===== config.mk =====
export PLATFORM = sky130hd
export DESIGN_NAME = cpu_control_unit_flat
export DESIGN_NICKNAME = d
export VERILOG_FILES = /design/src/rtl/cpu_control_unit_if.sv /design/src/rtl/cpu_control_unit.sv /design/src/flat_wrapper.sv
export SDC_FILE = /design/constraint.sdc
export NUM_CORES = 1
export LEC_CHECK = 0
export CORE_MARGIN = 2
export CORE_UTILIZATION = 45
export DETAILED_ROUTE_END_ITERATION = 16
export HOLD_SLACK_MARGIN = 0.08
export PLACE_DENSITY = 0.71
export SYNTH_ARGS = -nofsm -noshare
export SYNTH_HDL_FRONTEND = slang
export SYNTH_SLANG_ARGS = --single-unit

===== constraint.sdc =====
create_clock -name CLOCK_50 -period 3 [get_ports CLOCK_50]
set_input_delay 0.75 -clock CLOCK_50 [delete_from_list [all_inputs] [get_ports CLOCK_50]]
set_output_delay 0.75 -clock CLOCK_50 [all_outputs]
set_load 0.01 [all_outputs]

===== src/rtl/cpu_control_unit_if.sv =====
// Instruction-memory fetch bus for cpu_control_unit.
// The CPU side (master) drives the address and request; the memory side
// (slave) returns the byte and the acknowledge.
interface cpu_control_unit_if;
  logic [7:0] imem_addr;
  logic       imem_req;
  logic [7:0] imem_rdata;
  logic       imem_ack;

  modport master (
    output imem_addr,
    output imem_req,
    input  imem_rdata,
    input  imem_ack
  );

  modport slave (
    input  imem_addr,
    input  imem_req,
    output imem_rdata,
    output imem_ack
  );
endinterface


===== src/rtl/cpu_control_unit.sv =====
// Multi-cycle control/execute stage of the 8-bit soft CPU.
// It fetches over a req/ack bus, decodes the instruction, drives the register
// file and updates the PC and the Z/N flags.
// Optional macro CPU_ILLEGAL_TRAP_EN: opcodes 0x8-0xE halt with illegal=1.
// When the macro is not defined, those opcodes behave as NOP.
module cpu_control_unit (
  input  logic                      CLOCK_50,
  input  logic                      resetn,
  cpu_control_unit_if.master        imem,
  output logic                      RFWrite,
  output logic [1:0]                regA,
  output logic [1:0]                regB,
  output logic [1:0]                regW,
  output logic [7:0]                dataW,
  input  logic [7:0]                dataA,
  input  logic [7:0]                dataB,
  output logic [7:0]                pc,
  output logic                      zero_flag,
  output logic                      neg_flag,
  output logic                      halted,
  output logic                      illegal
);

  typedef enum logic [2:0] {
    S_IDLE,
    S_FETCH,
    S_DECODE,
    S_IMM,
    S_EXEC,
    S_HALT
  } state_t;

  typedef enum logic [3:0] {
    OP_NOP   = 4'h0,
    OP_LOADI = 4'h1,
    OP_ADD   = 4'h2,
    OP_SUB   = 4'h3,
    OP_NAND  = 4'h4,
    OP_MOV   = 4'h5,
    OP_BZ    = 4'h6,
    OP_BNZ   = 4'h7,
    OP_HALT  = 4'hF
  } op_t;

  state_t     state_q;
  logic [7:0] ir_q;
  logic [7:0] pc_q;
  logic [7:0] addr_q;
  logic       req_q;
  logic       rfwrite_q;
  logic [7:0] dataw_q;
  logic       z_q;
  logic       n_q;
  logic       halted_q;

  logic [3:0] opcode;
  logic [7:0] alu_d;
  logic [7:0] pc_inc_d;
  logic [7:0] br_target_d;
  logic       br_taken_d;
  logic [7:0] exec_pc_d;
  logic       writes_d;
  logic       flags_upd_d;

  // Decode of the held instruction: ALU result, write/flag enables, next PC.
  always_comb begin
    opcode      = ir_q[7:4];
    alu_d       = '0;
    writes_d    = 1'b0;
    flags_upd_d = 1'b0;
    case (opcode)
      OP_ADD:  begin alu_d = dataA + dataB;    writes_d = 1'b1; flags_upd_d = 1'b1; end
      OP_SUB:  begin alu_d = dataA - dataB;    writes_d = 1'b1; flags_upd_d = 1'b1; end
      OP_NAND: begin alu_d = ~(dataA & dataB); writes_d = 1'b1; flags_upd_d = 1'b1; end
      OP_MOV:  begin alu_d = dataB;            writes_d = 1'b1; end
      default: ;
    endcase
    pc_inc_d    = pc_q + 8'd1;
    // In EXEC pc_q already points past the branch, so it is PC_next.
    br_target_d = pc_q + {{4{ir_q[3]}}, ir_q[3:0]};
    br_taken_d  = ((opcode == OP_BZ)  &&  z_q) ||
                  ((opcode == OP_BNZ) && !z_q);
    exec_pc_d   = br_taken_d ? br_target_d : pc_q;
  end

`ifdef CPU_ILLEGAL_TRAP_EN
  logic illegal_q;
  logic illegal_op_d;

  // Undefined opcodes are 0x8 through 0xE.
  always_comb begin
    illegal_op_d = ir_q[7] && (ir_q[7:4] != OP_HALT);
  end
`endif

  // Main sequencer: every output and architectural register is updated here.
  always_ff @(posedge CLOCK_50) begin
    if (!resetn) begin
      state_q   <= S_IDLE;
      ir_q      <= '0;
      pc_q      <= '0;
      addr_q    <= '0;
      req_q     <= 1'b0;
      rfwrite_q <= 1'b0;
      dataw_q   <= '0;
      z_q       <= 1'b0;
      n_q       <= 1'b0;
      halted_q  <= 1'b0;
`ifdef CPU_ILLEGAL_TRAP_EN
      illegal_q <= 1'b0;
`endif
    end else begin
      case (state_q)
        S_IDLE: begin
          req_q   <= 1'b1;
          addr_q  <= pc_q;
          state_q <= S_FETCH;
        end
        S_FETCH: begin
          if (imem.imem_ack) begin
            ir_q    <= imem.imem_rdata;
            req_q   <= 1'b0;
            state_q <= S_DECODE;
          end
        end
        S_DECODE: begin
          pc_q <= pc_inc_d;
          if (opcode == OP_LOADI) begin
            req_q   <= 1'b1;
            addr_q  <= pc_inc_d;
            state_q <= S_IMM;
          end else if (opcode == OP_HALT) begin
            halted_q <= 1'b1;
            state_q  <= S_HALT;
`ifdef CPU_ILLEGAL_TRAP_EN
          end else if (illegal_op_d) begin
            halted_q  <= 1'b1;
            illegal_q <= 1'b1;
            state_q   <= S_HALT;
`endif
          end else begin
            // Result is registered here so dataW is stable for the whole EXEC cycle.
            rfwrite_q <= writes_d;
            if (writes_d) begin
              dataw_q <= alu_d;
            end
            state_q <= S_EXEC;
          end
        end
        S_IMM: begin
          if (imem.imem_ack) begin
            dataw_q   <= imem.imem_rdata;
            rfwrite_q <= 1'b1;
            req_q     <= 1'b0;
            pc_q      <= pc_inc_d;
            state_q   <= S_EXEC;
          end
        end
        S_EXEC: begin
          rfwrite_q <= 1'b0;
          if (flags_upd_d) begin
            z_q <= (dataw_q == 8'h00);
            n_q <= dataw_q[7];
          end
          pc_q    <= exec_pc_d;
          addr_q  <= exec_pc_d;
          req_q   <= 1'b1;
          state_q <= S_FETCH;
        end
        S_HALT: ;
        default: state_q <= S_IDLE;
      endcase
    end
  end

  assign imem.imem_addr = addr_q;
  assign imem.imem_req  = req_q;
  assign RFWrite        = rfwrite_q;
  assign regA           = ir_q[3:2];
  assign regB           = ir_q[1:0];
  assign regW           = ir_q[3:2];
  assign dataW          = dataw_q;
  assign pc             = pc_q;
  assign zero_flag      = z_q;
  assign neg_flag       = n_q;
  assign halted         = halted_q;
`ifdef CPU_ILLEGAL_TRAP_EN
  assign illegal        = illegal_q;
`else
  assign illegal        = 1'b0;
`endif

endmodule


===== src/flat_wrapper.sv =====
// flat-port wrapper written by rule: the top's interface ports become plain ports
module cpu_control_unit_flat 
  (CLOCK_50, resetn, RFWrite, regA, regB, regW, dataW, dataA, dataB, pc, zero_flag, neg_flag, halted, illegal, imem_imem_addr, imem_imem_req, imem_imem_rdata, imem_imem_ack);
  cpu_control_unit_if imem_i ();
  input  logic CLOCK_50;
  input  logic resetn;
  output logic RFWrite;
  output logic [1:0] regA;
  output logic [1:0] regB;
  output logic [1:0] regW;
  output logic [7:0] dataW;
  input  logic [7:0] dataA;
  input  logic [7:0] dataB;
  output logic [7:0] pc;
  output logic zero_flag;
  output logic neg_flag;
  output logic halted;
  output logic illegal;
  output wire logic [$bits(imem_i.imem_addr)-1:0] imem_imem_addr;
  output wire logic [$bits(imem_i.imem_req)-1:0] imem_imem_req;
  input wire logic [$bits(imem_i.imem_rdata)-1:0] imem_imem_rdata;
  input wire logic [$bits(imem_i.imem_ack)-1:0] imem_imem_ack;
  assign imem_imem_addr = imem_i.imem_addr;
  assign imem_imem_req = imem_i.imem_req;
  assign imem_i.imem_rdata = imem_imem_rdata;
  assign imem_i.imem_ack = imem_imem_ack;
  cpu_control_unit u_core (.CLOCK_50(CLOCK_50), .resetn(resetn), .imem(imem_i), .RFWrite(RFWrite), .regA(regA), .regB(regB), .regW(regW), .dataW(dataW), .dataA(dataA), .dataB(dataB), .pc(pc), .zero_flag(zero_flag), .neg_flag(neg_flag), .halted(halted), .illegal(illegal));
endmodule

==> flow_summary.yaml <==
status:
  status: "complete, no violations"
die:
  std_cell_rows: 30
  die-area_um2: 7920
  ios: 63
  die_y_um: 89.0
  die_x_um: 89.0
  core-area_um2: 6910
  start_util_pct: 47.1
synthesis:
  ys.flop_type: "dfxtp_1"
  seq_area_frac_synth_pct: 24.6
  postSynthCellCount: 421
  synth_edf_count: 0
  syn-num-nets: 467
  synth.lib_cells_used.distinct: 61
  ys_seq_elements: 40
  synth_area_um2: 3250
  async_flop_share_pct: 0
  synth-warning-count: 0
  postSynthAreaPerCell_um2: 7.72
clock_tree:
  root_buffer: "clkbuf_8"
  h-tree-depth: 2
  cts_tree: "done"
  cts_sinks: 40
  clock_latency_ps: 290
  clock_path_buffers: 2
  numCtsBuffers: 5
  clkSlewWorstSetupHoldPaths_ps: 70
detailed_routing:
  drc: 0
  routedWlPerCell_um: 15.5
  drt_wl_total_mm: 8.95
  vias: 3307
  avgViaCountPerCell: 5.72
  ant_nets: 0
  drtPass1Iterations: 5
  drtIter0Drc: 222
timing:
  fin_crit_sh_pct: 94.1
  relSlewSlack_pct: 54.5
  rsz0062_at_grt: "true"
  max_slew.worst_pin.slew_ps: 680
  skew_ps: 7.14
  finalCriticalPeriod_ps: 2820
  fmax_mhz: 354
  finalSetupViolations: 0
  finalHoldViolations: 0
  maxSlewViolCount: 0
  whs_ps: 473
worst_setup_path:
  cp-end-kind: "register"
  crit_type: "in -> reg"
  worstPathArrival_ps: 3040
  crit_required_ps: 3210
  path_max_fanout: 5
  worst_setup_path_start_kind: "primary input"
power_and_ir_drop:
  peakVddDrop_mv: 0.208
  leakage_nw: 1.58
  swShare_pct: 30.3
  clockPowerShare_pct: 28.0
  seqPwrFrac_pct: 42.4
  combPwrFrac_pct: 29.5
  powerDensity_nw_per_um2: 338
  p_int_w: 0.000973
  power.total_w: 0.00140
  power.switching_w: 0.000422
global_route:
  grt_usage_pct: 23.7
  grt_pass1_vias: 3163
  grt_pass1_wl_mm: 14.8
  grt_max_degree: 21
  grt.overflow.total: 0
  antenna_found_initial: 0
final_layout:
  areaGrowthSynthToFinish_pct: 27.1
  finalInstanceArea_um2: 4130
  nets: 528
  drive_gt1_share_pct: 9.34
  antennaDiodeCount: 0
  mostFrequentLayoutCell: "clkdlybuf4s50_1"
  fin_util_pct: 59.8
  layout_common_cells: "59 x clkdlybuf4s50_1, 41 x a21oi_1, 40 x dfxtp_1"
flow_run:
  cap_violations: 0
placed_design:
  portBuffers: 61
  hpwl_mm: 6.85
  gp_congestion: 0.864
  placed_area_um2: 4030
worst_hold_path:
  min_path_type: "reg -> reg"
-- critical path, stage by stage --
cell             delay (ps)
clkdlybuf4s50_1         510
nor3_1                  230
nor2_1                   70
xnor2_1                 160
ha_1                    280
o21ai_1                 190
a21oi_2                  70
or4_1                   470
nand3_1                  80
o21ai_1                  60
a31oi_1                 180
-- what timing repair did --
item                                    4_1_cts  5_1_grt
buffers inserted                              0        0
pin swaps                                     3        1
endpoints found under the setup margin        1        5
hold buffers                                  0        0
hold endpoints to repair                      0        0
resized for setup                             2        3
cloned                                        0        0
-- cells in the mapped netlist, types with 11 or more instances --
cell type   n  area share (%)
mux2i_1    23             7.1
a21oi_1    42             6.5
dfxtp_1    40              25
clkbuf_1   15             1.7
o21ai_0    25             3.8
nor2b_1    12             2.3
ha_1       17             6.5
nand3_1    12             1.8
nand2_1    37             4.3
xnor2_1    11             3.0
nor2_1     28             3.2
-- logic make-up after synthesis --
kind of cell,synth area share (%)
compound gates,25.3
buf+inv,6.43
mux,7.43
xor+xnor,4.85
simple gates,23.5
fa+ha+maj,7.77
other cells,0.115
flops,24.6
-- state kept, by name, summed over array words and instances (netlist names) --
register               count
u_core.RFWrite             1
u_core.dataW               8
u_core.halted              1
u_core.imem.imem_addr      8
u_core.imem.imem_req       1
u_core.ir_q                8
u_core.neg_flag            1
u_core.pc                  8
u_core.state_q             3
u_core.zero_flag           1
-- per-layer routing --
layer,wire [µm],up-vias,GRT usage (%)
met5,0,-,0
met4,163,0,7.46
met2,4080,97,37.8
li1,-,1647,-
met1,4190,1549,32.6
met3,515,14,4.16
-- final timing paths --
kind / startpoint / end / slack [ps] / cells past startpoint
worst max-delay path: dataB[2] / u_core.dataW[6] / 180 / 11
worst min-delay path: u_core.imem.imem_addr[0] / u_core.imem.imem_addr[0] / 470 / 2
worst max register to register: u_core.ir_q[5] / u_core.dataW[3] / 230 / 11
worst min register to register: u_core.imem.imem_addr[0] / u_core.imem.imem_addr[0] / 470 / 2
-- stage by stage --
step	TNS [ps]	cells	setup slack, ps
after floorplan	0	421	321
after global placement	-1180	571	-279
after detailed placement	-1410	571	-325
after CTS	0	578	10.6
after global routing	-33.3	578	-33.3
final	0	578	176
-- power by group through the flow --
stage / sequential, W / combinational, W / clock [W]
floorplan: 0.000597 / 0.000242 / 0
global placement: 0.000602 / 0.000399 / 0
detailed placement: 0.000603 / 0.000406 / 0
CTS: 0.000591 / 0.000408 / 0.000398
global route: 0.000597 / 0.000456 / 0.000427
finish: 0.000592 / 0.000412 / 0.000391
-- final cells by class --
cell class	count	area [µm²]
Clock buffer	7	96.3
Fill cell	672	2770
Inverter	8	30.0
Multi-Input combinational cell	337	2260
Sequential cell	40	801
Tap cell	96	120
Timing Repair Buffer	90	830
Note: power is estimated with default switching activity, not from simulation.
